==> src/rtl/io_pkg.sv <==
// Shared definitions for the IN-instruction input path: FSM encoding, default widths
// and the switch zero-extension helper also used by the display/output path.
package io_pkg;

   localparam int SW_W_DEF   = 16;
   localparam int DATA_W_DEF = 32;

   typedef enum logic [1:0] {
      ST_IDLE       = 2'd0,
      ST_WAIT_PRESS = 2'd1,
      ST_RELEASE    = 2'd2
   } state_e;

   function automatic logic [DATA_W_DEF-1:0] zext_sw(input logic [SW_W_DEF-1:0] sw);
      return {{(DATA_W_DEF-SW_W_DEF){1'b0}}, sw};
   endfunction

endpackage

==> src/rtl/button_debounce.sv <==
// Two-flop synchroniser plus stability counter for a raw push button; emits the
// debounced level and a registered one-cycle pulse on its 0->1 transition.
module button_debounce #(
   parameter int DEBOUNCE_CYCLES = 50000
) (
   input  logic clk,
   input  logic rst,
   input  logic btn_raw,
   output logic level,
   output logic rise
);

   localparam int CNT_W = (DEBOUNCE_CYCLES > 1) ? $clog2(DEBOUNCE_CYCLES) : 1;
   localparam logic [CNT_W-1:0] CNT_LAST = CNT_W'(DEBOUNCE_CYCLES - 1);

   logic             sync1_q, sync1_d;
   logic             sync2_q, sync2_d;
   logic             level_q, level_d;
   logic             rise_q, rise_d;
   logic [CNT_W-1:0] cnt_q, cnt_d;

   always_comb begin
      sync1_d = btn_raw;
      sync2_d = sync1_q;
      level_d = level_q;
      rise_d  = 1'b0;
      cnt_d   = '0;
      // Any agreement with the accepted level restarts the stability window.
      if (sync2_q != level_q) begin
         if (cnt_q == CNT_LAST) begin
            level_d = sync2_q;
            rise_d  = sync2_q;
         end else begin
            cnt_d = cnt_q + 1'b1;
         end
      end
   end

   always_ff @(posedge clk or posedge rst) begin
      if (rst) begin
         sync1_q <= 1'b0;
         sync2_q <= 1'b0;
         level_q <= 1'b0;
         rise_q  <= 1'b0;
         cnt_q   <= '0;
      end else begin
         sync1_q <= sync1_d;
         sync2_q <= sync2_d;
         level_q <= level_d;
         rise_q  <= rise_d;
         cnt_q   <= cnt_d;
      end
   end

   assign level = level_q;
   assign rise  = rise_q;

endmodule

==> src/rtl/io_input_handshake.sv <==
// Stalls the core on an IN request until a debounced confirm press, then captures the
// switches zero-extended and pulses io_valid for one cycle.
// Handshake: io_req is held high by the core until it sees io_valid; io_valid is a
// single-cycle pulse, and io_stall falls in that same cycle.
module io_input_handshake
   import io_pkg::*;
#(
   parameter int DEBOUNCE_CYCLES = 50000,
   parameter int SW_W            = SW_W_DEF,
   parameter int DATA_W          = DATA_W_DEF
) (
   input  logic              CLK,
   input  logic              reset,
   input  logic [SW_W-1:0]   Switches,
   input  logic              confirm_button,
   input  logic              io_req,
   output logic [DATA_W-1:0] io_data,
   output logic              io_valid,
   output logic              io_stall,
   output logic              waiting_led,
   output state_e            dbg_state
);

   state_e            state_q, state_d;
   logic [DATA_W-1:0] io_data_q, io_data_d;
   logic              io_valid_q, io_valid_d;
   logic              btn_level;
   logic              btn_rise;

   button_debounce #(
      .DEBOUNCE_CYCLES(DEBOUNCE_CYCLES)
   ) u_confirm_db (
      .clk    (CLK),
      .rst    (reset),
      .btn_raw(confirm_button),
      .level  (btn_level),
      .rise   (btn_rise)
   );

   always_comb begin
      state_d    = state_q;
      io_data_d  = io_data_q;
      io_valid_d = 1'b0;
      case (state_q)
         ST_IDLE: begin
            if (io_req) state_d = ST_WAIT_PRESS;
         end
         ST_WAIT_PRESS: begin
            // A press already in progress at request time never produces a rise here.
            if (!io_req) begin
               state_d = ST_IDLE;
            end else if (btn_rise) begin
               io_data_d  = DATA_W'(zext_sw(SW_W_DEF'(Switches)));
               io_valid_d = 1'b1;
               state_d    = ST_RELEASE;
            end
         end
         ST_RELEASE: begin
            if (!btn_level) state_d = ST_IDLE;
         end
         default: state_d = ST_IDLE;
      endcase
   end

   always_ff @(posedge CLK or posedge reset) begin
      if (reset) begin
         state_q    <= ST_IDLE;
         io_data_q  <= '0;
         io_valid_q <= 1'b0;
      end else begin
         state_q    <= state_d;
         io_data_q  <= io_data_d;
         io_valid_q <= io_valid_d;
      end
   end

   assign io_data     = io_data_q;
   assign io_valid    = io_valid_q;
   // Reset gates the stall so the core is released the instant reset asserts.
   assign io_stall    = io_req & ~io_valid_q & ~reset;
   assign waiting_led = (state_q == ST_WAIT_PRESS);
   assign dbg_state   = state_q;

endmodule

==> config.mk <==
export PLATFORM = sky130hd
export DESIGN_NAME = io_input_handshake
export DESIGN_NICKNAME = d
export VERILOG_FILES = /design/src/rtl/io_pkg.sv /design/src/rtl/button_debounce.sv /design/src/rtl/io_input_handshake.sv
export SDC_FILE = /design/constraint.sdc
export NUM_CORES = 1
export LEC_CHECK = 0
export CAP_MARGIN = 30
export CELL_PAD_IN_SITES_DETAIL_PLACEMENT = 1
export CELL_PAD_IN_SITES_GLOBAL_PLACEMENT = 1
export CORE_ASPECT_RATIO = 2
export CORE_MARGIN = 1
export CORE_UTILIZATION = 41
export DETAILED_ROUTE_END_ITERATION = 8
export DONT_BUFFER_PORTS = 1
export MAX_ROUTING_LAYER = met4
export PLACE_DENSITY = 0.78
export SYNTH_ARGS = -nofsm -noshare
export SYNTH_HDL_FRONTEND = slang
export SYNTH_SLANG_ARGS = --single-unit
==> constraint.sdc <==
create_clock -name CLK -period 1.4 [get_ports CLK]
set_input_delay 0.14 -clock CLK [delete_from_list [all_inputs] [get_ports CLK]]
set_output_delay 0.14 -clock CLK [all_outputs]
set_load 0.01 [all_outputs]
# [Word level (Yosys, flattened, before mapping)]
# Cells that the tools add are included.
[op_classes] addsub=1 n_eq_ne=7 muxes=12 bitwise=4 reduce_logical=4
[op_table] operator="$mux W16" count=2
[op_table] operator="$add A16 B1 Y16 const B" count=1
[op_table] operator="$eq A16 B16 Y1 const B" count=1
[op_table] operator="$mux W2" count=4
[op_table] operator="$pmux W2 S3" count=1
[op_table] operator="$reduce_and A3 Y1" count=2
[op_table] operator="$mux W1" count=5
[op_table] operator="$ne A2 B2 Y1 const B" count=2
[op_table] operator="$ne A3 B2 Y1 const B" count=1
[op_table] operator="$and A1 B1 Y1" count=2
[op_table] operator="$eq A2 B1 Y1 const B" count=1
[op_table] operator="$eq A2 B2 Y1 const B" count=1
[op_table] operator="$logic_not A2 Y1" count=1
[op_table] operator="$not A1 Y1" count=2
[op_table] operator="$reduce_and A2 Y1" count=1
[op_table] operator="$ne A1 B1 Y1" count=1
[totals] reg_bits=39 input_bits=20 wordCells=36

# [Longest topological paths before layout]
[depth] depth_word=3 ltp_mapped=6 mapped_depth_nobuf=5

# [Hierarchy]
# A second synthesis with hierarchy kept.
[unflattened] cells_unflattened=149 hier_area_um2=1816.7
[modules_own_cells] mod="button_debounce" n_inst=1 cells_per_inst=87 area_each_um2=930.9 seq_area_each_um2=500.5
[modules_own_cells] mod="io_input_handshake" n_inst=1 cells_per_inst=62 area_each_um2=885.8 seq_area_each_um2=475.5

# [Worst setup path before layout]
# No wires, ideal clock.
[synth_timing] path_kind="register to register" startpoint="register u_confirm_db.cnt_q[0]" endpoint="register u_confirm_db.cnt_q[10]" setup_time_ns=0.121 arrival_time_ns=1.344 required_time_ns=1.279 path_slack_ns=-0.066 stages_incl_launch_ff=7 path_buffers=1 path_cell_list="dfrtp_1 ha_1 and3_1 nand4_1 nand2_1 buf_2 nor2_1"
[synth_between] elab_chain_cells=3
[synth_rtl] item="start, declared" line_no="button_debounce.sv:20" text="logic [CNT_W-1:0] cnt_q, cnt_d;"
[synth_rtl] item="start signal, assigned" line_no="button_debounce.sv:51" text="cnt_q <= cnt_d;"
[synth_rtl] item="$add A16 B1 Y16 or $eq A16 B16 Y1 (tied branches)" line_no="button_debounce.sv:34, button_debounce.sv:30"
[synth_rtl] item="$mux W16 (*)" line_no="button_debounce.sv:30" text="if (cnt_q == CNT_LAST) begin"
[synth_rtl] item="$mux W16 (*)" line_no="button_debounce.sv:29" text="if (sync2_q != level_q) begin"
[synth_rtl] item="via u_confirm_db.cnt_d[10]" line_no="button_debounce.sv:20"
# Mark *: on every way through the listed nets, which the timed path passes. The rest lies on a longest branch.
# A chain may end at the register's enable or synchronous reset.

# [Worst setup path in the final report]
[layout_timing] startpoint="register u_confirm_db.cnt_q[0]" endpoint="register u_confirm_db.level_q, in the netlist u_confirm_db.level"
[layout_between] elab_chain_cells=2
[layout_rtl] item="$eq A16 B16 Y1" line_no="button_debounce.sv:30"
[layout_rtl] item="$reduce_and A2 Y1 (no source line)"
[layout_rtl] item="end signal, assigned" line_no="button_debounce.sv:49" text="level_q <= level_d;"
[layout_rtl] item="end, declared" line_no="button_debounce.sv:18" text="logic level_q, level_d;"
# Every way passes these cells.

==> run summary <==
### GRT
- **vias in the first global route** 1766
- **initial antenna violation count** 0
- **pin count of the biggest net entering global routing** 40
- **total grt overflow** 0
- **GR Util All Layers** 31.72%
- **wire length of the first global-routing pass** 9328 µm

### STA
- **time the final worst path needs with I/O delays and setup** 1.534 ns
- **Post-Route Skew** 0.01196 ns
- **FMAX** 651.9 MHz
- **number of failing setup endpoints in the final timing report** 14
- **setup repair after global routing missed its margin** yes
- **Worst slew margin** 65.61%
- **count of pins over their slew limit** 0
- **post-route clock period utilization** 109.6%
- **number of hold violations in the final report** 0
- **Least-Margin Pin Slew** 0.5158 ns
- **post-route worst setup slack** -0.1341 ns
- **final sum of negative setup slack** -0.6849 ns

### Floorplanning
- **horizontal extent of the die** 48.29 µm
- **Site Rows** 33
- **overall die height** 94.57 µm
- **floorplan die area** 4566 µm²
- **io pins** 57
- **initial core utilization** 42.98%
- **placeable core region** 4088 µm²

### Critical path
- **critical path start-end classification** reg2reg
- **slack of the worst reg-to-reg path** -0.13 ns
- **sum of buffers and inverters on the critical path** 1
- **Worst path depth** 5
- **endpoint class of the critical path** flop
- **largest driver fanout on the critical path** 4
- **worst stage delay on the critical path** 0.41 ns
- **required time reported for the critical path endpoint** 1.58 ns
- **RR Startpoint** u_confirm_db.cnt_q[0]
- **worst endpoint data arrival time** 1.72 ns
- **critical-path cell list** ha_2, and3_4, nand4_1, buf_6, mux2_2
- **destination of the worst register-to-register timing path** u_confirm_db.level
- **launch point of the critical path** u_confirm_db.cnt_q[0]
- **cell depth of the worst flop-to-flop path** 5
- **capturing element of the worst setup path** u_confirm_db.level
- **CP max stage cell** sky130_fd_sc_hd__dfrtp_1
- **critical path's top delay family** flip-flops
- **Setup crit start kind** flop

### Placement
- **Buffers on Ports** 0
- **placed inst area** 1936 µm²
- **pre-CTS WS** -0.2174 ns
- **global placer's final weighted congestion** 0.8584
- **DP Wirelength** 3324 µm

### Outcome
- **outcome** finished with violations
- **failing checks** setup timing

### Clock network
- **Clock Sink Count** 39
- **TritonCTS clock tree** built
- **H-tree depth** 2
- **total CTS buffers** 5
- **clock-pin transition on the worst setup and hold timing paths** 0.08 ns
- **cell at the root of the clock tree** sky130_fd_sc_hd__clkbuf_8
- **Worst-Skew Late Latency** 0.31 ns
- **maximum number of buffers from clock root to sink** 2

### Job
- **max cap viols** 0

### Detailed routing
- **per-cell routed wire length** 21.48 µm
- **number of nets with antenna violations after routing** 0
- **1st-iter DRT viols** 35
- **sum of routed wire length over all layers** 6273 µm
- **first-pass iteration count of the detailed router** 4
- **vias post-DR** 1542
- **DRC Markers** 0
- **vias per inst** 5.281

### Power and ir drop
- **largest voltage drop on the vdd net** 0.001004 V
- **static leakage** 1.207 nW
- **Design Power** 2.476 mW
- **areal power density over the cells** 1013 nW/µm²

### Yosys
- **#FFs+latches synth** 39
- **sequential element share of the synthesized area** 55.56%
- **leading post-synthesis cells by cell area** sky130_fd_sc_hd__dfrtp_1 (56%), sky130_fd_sc_hd__nand2_1 (12%), sky130_fd_sc_hd__buf_4 (6.8%)
- **biggest area consumer among synthesized cells** sky130_fd_sc_hd__dfrtp_1
- **Yosys warnings** 0
- **mean area per synthesized cell** 9.652 µm²
- **area share of the largest cell type after synthesis** 55.56%
- **asr flop ratio synth** 100.0%
- **number of instances in the synthesized netlist** 182
- **Top FF cell, synth** sky130_fd_sc_hd__dfrtp_1
- **count of flip-flops with a built-in enable after synthesis** 0
- **Syn Std Cell Area** 1757 µm²
- **Yosys cell types** 30

### Layout
- **layout cells sized above 1** 25.83%
- **final design utilization** 59.78%
- **total number of nets in the final design** 260
- **post-layout instance area** 2444 µm²
- **area overhead of the layout relative to synthesis** 39.10%
- **antenna diode count** 0

### Hold path
- **Hold Crit Depth** 1
- **worst min-delay path class** in2out

-- cell usage in the layout, fill, tap and decap left out, types with 2 or more instances in the layout --
cell type,Yosys,layout
sky130_fd_sc_hd__nand2_1,54,53
sky130_fd_sc_hd__dfrtp_1,39,35
sky130_fd_sc_hd__buf_4,16,34
sky130_fd_sc_hd__dlygate4sd3_1,0,19
sky130_fd_sc_hd__nor2_1,16,16
sky130_fd_sc_hd__conb_1,1,16
sky130_fd_sc_hd__xnor2_1,11,11
sky130_fd_sc_hd__nand3_1,5,5
sky130_fd_sc_hd__clkbuf_8,0,5
sky130_fd_sc_hd__dfrtp_2,0,4
sky130_fd_sc_hd__nand4_1,3,3
sky130_fd_sc_hd__xor2_1,3,3
sky130_fd_sc_hd__inv_1,3,3
sky130_fd_sc_hd__nor3_4,0,2
sky130_fd_sc_hd__nor3_1,5,2
sky130_fd_sc_hd__bufinv_16,0,2
-- state kept, by name (all words and copies together), names as in the netlist --
| name | flops |
|---|---|
| u_confirm_db.level | 1 |
| u_confirm_db.sync2_q | 1 |
| io_valid | 1 |
| dbg_state | 2 |
| u_confirm_db.sync1_q | 1 |
| u_confirm_db.cnt_q | 16 |
| io_data | 16 |
| u_confirm_db.rise | 1 |
-- worst reg2reg max path, cell delays in order (launching register included) --
cell                      delay (ns)
sky130_fd_sc_hd__dfrtp_1        0.41
sky130_fd_sc_hd__ha_2           0.21
sky130_fd_sc_hd__and3_4         0.19
sky130_fd_sc_hd__nand4_1        0.11
sky130_fd_sc_hd__buf_6          0.15
sky130_fd_sc_hd__mux2_2         0.34
-- synthesized netlist by cell type (3+ instances only) --
| master | number |
|---|---|
| sky130_fd_sc_hd__dfrtp_1 | 39 |
| sky130_fd_sc_hd__buf_4 | 16 |
| sky130_fd_sc_hd__xor2_1 | 3 |
| sky130_fd_sc_hd__inv_1 | 3 |
| sky130_fd_sc_hd__nor3_1 | 5 |
| sky130_fd_sc_hd__nor2_1 | 16 |
| sky130_fd_sc_hd__nand3_1 | 5 |
| sky130_fd_sc_hd__nand2_1 | 54 |
| sky130_fd_sc_hd__xnor2_1 | 11 |
| sky130_fd_sc_hd__nand4_1 | 3 |
-- final cells by class --
type / count / area (µm²)
well taps: 52 / 65.06
inverters: 4 / 18.77
fillers: 425 / 1644
clock inverters: 2 / 60.06
clock buffers: 6 / 72.57
flip-flops and latches: 39 / 980.9
repair buffers: 54 / 456.7
multi-input cells: 135 / 789.5
-- worst min path at each step --
stage,start,to
finish,reset,io_stall
global route,reset,io_stall
CTS,io_req,dbg_state[1]
detailed placement,confirm_button,u_confirm_db.sync1_q
global placement,reset,io_valid
floorplan,confirm_button,u_confirm_db.sync1_q
-- report_power, final --
part,switching (mW),internal (mW),leakage (nW)
clock,0.457,0.714,0.0654
sequential,0.00932,1.14,0.529
combinational,0.0880,0.0707,0.613
-- metrics by stage --
| stage | std cells | hold slack (ns) |
|---|---|---|
| after floorplan | 197 | 0.1714 |
| after global routing | 292 | 0.3421 |
| after detailed placement | 254 | 0.1716 |
| final | 292 | 0.3418 |
| after CTS | 289 | 0.3295 |
| after global placement | 254 | 0.1647 |
-- cells by family after synthesis --
logic type | count (synthesis) | synth area share, %
simple gates | 99 | 26.21
fa+ha+maj | 1 | 0.7121
other cells | 1 | 0.2135
xor+xnor | 14 | 6.980
compound gates | 4 | 1.282
buf+inv | 23 | 8.404
mux | 1 | 0.6410
flops | 39 | 55.56
-- what timing repair did --
item | in CTS | in global routing
hold endpoints to repair | 57 | 0
resized for setup | 10 | 12
pin swaps | 4 | 3
hold buffers | 19 | 0
cloned | 0 | 0
endpoints found under the setup margin | 18 | 34
buffers inserted | 8 | 3
-- routing by layer --
metal,part of all wire [%],GRT usage [%]
met1,35,34.17
met4,3.3,12.50
met5,0,-
met3,3.6,6.501
met2,58,53.44
(Power assumes the default switching activity.)
==> edit 1, RTL diff (config.mk and constraints unchanged) <==
Register the output `dbg_state` once more, without a reset; this adds one clock of latency there. The other outputs are not delayed to match.
--- a/src/rtl/io_input_handshake.sv
+++ b/src/rtl/io_input_handshake.sv
@@ -79,7 +79,9 @@
    // Reset gates the stall so the core is released the instant reset asserts.
    assign io_stall    = io_req & ~io_valid_q & ~reset;
    assign waiting_led = (state_q == ST_WAIT_PRESS);
-   assign dbg_state   = state_q;
+   always_ff @(posedge CLK) begin
+      dbg_state <= state_q;
+   end
 
 endmodule
 
Formal check against the unedited RTL: not equivalent (Yosys sat finds a counterexample within 4 cycles, from zero or initial values and one cycle with reset high).
==> edit 1 against the original RTL <==
The flow still finishes with violations (negative setup slack). Critical path depth did not move. Sequential cell count is 2 higher. Wire length fell by 20%. Sequential share of layout area is 2.5 points higher. Utilization fell by 2.1 points. Worst hold slack got worse by 84 ps. Synthesized area up 2.3%. Setup slack improved by 6.4 ps. Final area decreased by 2.5%. Power down 5.7%. Die area up 2.2%. Sequential power rose by 5%. Combinational power shrank 16%.
==> edit 1: results (changes against the original RTL) <==
placement:
  gp_congestion: 0.858  # about the same
  io_buffer_count: 0  # unchanged
  dp_slack_ps: -187  # +30.6 ps
  dp_hpwl_um: 3060  # -8.0%
route:
  vias_per_cell: 5.01  # -5.1%
  wl_per_cell_um: 17.6  # -18%
status:
  violations: "negative setup slack"
  status: "complete, but fails checks"
cts:
  clk-insertion-delay-late_ps: 290  # -20 ps
  path_clk_slew_ps: 80  # about the same
  clockRootBuffer: "clkbuf_8"
  htree_levels: 2  # unchanged
cells_and_area:
  n_fill_cell: 455  # +7.1%
  drive_gt1_frac: 0.210  # -0.0480
  nNetsFinal: 253  # -2.7%
synthesis:
  synth.distinct_cells: 31  # +3.3%
  synth_area_leaders: "dfrtp_1 (54%), nand2_1 (11%), buf_4 (6.7%)"
  synthArstFlopShare: 0.951  # -0.0488
  ys_seq_area_frac: 0.565  # +0.00990
hold_path:
  hold_path.class: "in -> reg"
worst_setup_path:
  crit_family: "simple AND/OR/NAND/NOR gates"
  cp_slowest_cell: "dfrtp_1"
  cp_max_fo: 3  # -1
  arrival_ps: 1750  # +30 ps
  critical_path.max_stage_delay_ps: 430  # +20 ps
sta:
  worst_slew_pin_slew_ps: 503  # -13.2 ps
  skew_ps: 2.67  # -9.29 ps
  timing.final.ws_setup_ps: -128  # +6.36 ps
  tns_ps: -524  # +160 ps
  setup_viol: 15  # +1
global_route:
  grt_pass1_vias: 1595  # -9.7%
  grt_max_degree: 40  # unchanged
  antenna_found_initial: 0  # unchanged
  grt_pass1_wl_um: 7800  # -16%
  grt_use_total: 0.236  # -0.0809
pwr:
  p_leak_nw: 1.17  # -2.7%
  peakVddDrop_v: 0.000920  # -8.3%
-- edit 1: cell count changes after synthesis, sizes merged --
| cell | before | now |
|---|---|---|
| dfxtp | 0 | 2 |
-- edit 1: cells by family (layout without fill, tap and decap cells) --
kind of cell	Yosys count	in the layout	synth area share
other	1	16	0.00209
buffers and inverters	23	57	0.0822
AOI/OAI and AO/OA	4	4	0.0125
muxes	1	1	0.00627
DFF	41	41	0.565
xor gates and xnor gates	14	14	0.0682
adders and majority gates	1	1	0.00696
and+or+nand+nor	99	99	0.256
-- edit 1: layout make-up --
type	instances	area [um2]	share of cell area
clock buffer	6	82.6	0.0346
clock inverter	2	37.5	0.0157
inverter	4	15.0	0.00630
multi-input combinational	135	778	0.327
sequential	41	1020	0.426
tap	52	65.1	0.0273
timing repair buffer	45	389	0.163
-- edit 1: through the flow --
step           cells  hold slack [ps]  power (mW)  area, um2
2_1_floorplan    199              171        1.32       1870
3_3_place_gp     254              157        1.31       1960
3_5_place_dp     254              171        1.32       1960
4_1_cts          285              250        2.35       2350
5_1_grt          285              255        2.43       2380
6_report         285              258        2.33       2380
-- edit 1: path summary, 6_finish.rpt --
path | slack (ps) | from | depth (start not counted) | endpoint
hold reg to reg | 360 | u_confirm_db.sync1_q | 0 | u_confirm_db.sync2_q
max in group asynchronous | 640 | reset | 3 | u_confirm_db.cnt_q[14]
hold / removal | 260 | io_req | 3 | io_valid
min in group asynchronous | 410 | reset | 3 | u_confirm_db.rise
setup / recovery | -130 | u_confirm_db.cnt_q[7] | 5 | u_confirm_db.cnt_q[15]
setup reg to reg | -130 | u_confirm_db.cnt_q[7] | 5 | u_confirm_db.cnt_q[15]
-- edit 1: worst reg2reg max path, cell delays in order (launching register included) --
cell and delay [ps]:
dfrtp_1 430, buf_6 120, nand4_1 90, or2_1 260
or4_4 420, a21oi_2 130
-- edit 1: per-layer routing --
layer | routed length, um | global-route usage | up-vias | share of wire
li1 | - | - | 657 | -
met5 | 0 | - | - | 0
met2 | 2960 | 0.455 | 44 | 0.59
met1 | 1770 | 0.226 | 719 | 0.35
met4 | 102 | 0.103 | 0 | 0.020
met3 | 182 | 0.0383 | 9 | 0.036
-- edit 1: power by group --
part / switching, mW / total (mW) / internal (mW)
combinational: 0.0751 / 0.134 / 0.0591
sequential: 0.0133 / 1.21 / 1.19
clock: 0.412 / 0.992 / 0.580
-- edit 1: timing repair --
item / 4_1_cts / 5_1_grt
hold buffers: 19 / 0
setup endpoints to repair: 18 / 18
setup buffers: 4 / 0
hold endpoints to repair: 57 / 0
pin swaps: 6 / 0
gates resized for setup: 10 / 5
==> edit 2, RTL diff (same flow settings) <==
Made on the original files. `SW_W_DEF`: 16 -> 32.
--- a/src/rtl/io_pkg.sv
+++ b/src/rtl/io_pkg.sv
@@ -2,7 +2,7 @@
 // and the switch zero-extension helper also used by the display/output path.
 package io_pkg;
 
-   localparam int SW_W_DEF   = 16;
+   localparam int SW_W_DEF   = 32;
    localparam int DATA_W_DEF = 32;
 
    typedef enum logic [1:0] {
Interface: changed (resized Switches); port bits go from 57 to 73. No check against the original RTL was run, so the function may have changed too.
==> edit 2 against the original RTL <==
The run still ends with negative setup slack left. Utilization down 1.0 points. Count of clock-buffer cells in the layout unchanged. Clock power down 26%. Sequential cell count up 16. Synthesized area up 27%. Combinational power up 8%. Synthesized cell count up 28%. Non-clock buffer count up 12. Power up 7.0%. Wire length down 5.3%. Final area up 25%. Sequential power up 40%. Setup slack worse by 35 ps. Largest cell class unchanged. Largest power group is now registers. Highest routed layer unchanged.
==> edit 2: results (changes against the original RTL) <==
status:
  status: "complete, but fails checks"
  violations: "negative setup slack"
route:
  dr_wl_met3_um: 206  # -8.8%
  wl_um: 5940  # -5.3%
  dr_wl_met2_um: 3510  # -3.3%
  drtIter0Drc: 49  # +40%
cells_and_area:
  signal_buffers: 66  # +22%
  num-multi-input-gates: 167  # +24%
  regArea_mm2: 0.00138  # +40%
  multi_input_area_share: 0.285  # -0.0380
  final_util: 0.587  # -0.0104
  nNetsFinal: 336  # +29%
global_route:
  grt_pass1_wl_um: 9520  # +2.1%
  grt_pass1_vias: 2032  # +15%
  grt_use_total: 0.239  # -0.0777
placement:
  dp_hpwl_um: 3830  # +15%
  gp_congestion: 0.827  # -3.7%
  place_area_mm2: 0.00254  # +31%
worst_setup_path:
  arrival_ps: 1780  # +60 ps
  startpoint: "u_confirm_db.cnt_q[13]"
  cp_max_fo: 3  # -1
  endpoint: "u_confirm_db.cnt_q[1]"
synthesis:
  synth.distinct_cells: 28  # -6.7%
  synth_area_leaders: "dfrtp_1 (62%), nand2_1 (17%), xnor2_1 (4.3%)"
  ys_ff_latch: 55  # +41%
sta:
  setup_viol: 18  # +4
  worst_slew_pin_slew_ps: 374  # -142 ps
  timing.final.ws_setup_ps: -169  # -35.2 ps
  whs_ps: 283  # -59.2 ps
  skew_ps: 9.12  # -2.84 ps
cts:
  cts_resized: 9  # -1
  cts_hold_buf: 35  # +16
pwr:
  p_leak_nw: 1.53  # +27%
  peakVddDrop_v: 0.000867  # -14%
hold_path:
  holdPathEnd: "io_valid"
[edit 2: cell count changes after synthesis]
cell	before	now
inv_1	3	4
nand3b_1	0	1
buf_1	0	1
conb_1	1	0
buf_4	16	0
nand2_1	54	102
clkbuf_1	2	5
dfrtp_1	39	55
o21ai_0	1	0
clkinv_1	1	0
[edit 2: kinds of logic (layout without fill, tap and decap cells)]
| family | Yosys count | after routing | share of synthesized area |
|---|---|---|---|
| and+or+nand+nor | 148 | 148 | 0.291 |
| DFF | 55 | 55 | 0.617 |
| xor gates and xnor gates | 14 | 14 | 0.0550 |
| buffers and inverters | 11 | 78 | 0.0191 |
| AOI/OAI and AO/OA | 3 | 3 | 0.00785 |
| adders and majority gates | 1 | 1 | 0.00561 |
| muxes | 1 | 1 | 0.00505 |
[edit 2: through the flow]
stage,instances,total power [mW],TNS [ps]
5_1_grt,358,2.74,-4570
6_report,358,2.65,-2880
4_1_cts,357,2.68,-2460
3_3_place_gp,312,1.73,-1740
3_5_place_dp,312,1.73,-3480
2_1_floorplan,233,1.69,0
[edit 2: power breakdown]
group,total [mW],internal (mW),switching [mW]
combinational,0.171,0.101,0.0701
clock,0.865,0.351,0.514
sequential,1.61,1.60,0.0131
[edit 2: metal layers]
metal | vias up | GRT usage
li1 | 869 | -
met5 | - | -
met4 | 0 | 0.106
met2 | 50 | 0.420
met1 | 907 | 0.241
met3 | 13 | 0.0443
[edit 2: critical path, cell delays in order, from the launching register on]
cell and delay [ps]:
dfrtp_1 420, nor4bb_2 350, buf_4 160, nand4_1 170, buf_4 220, and3_4 140
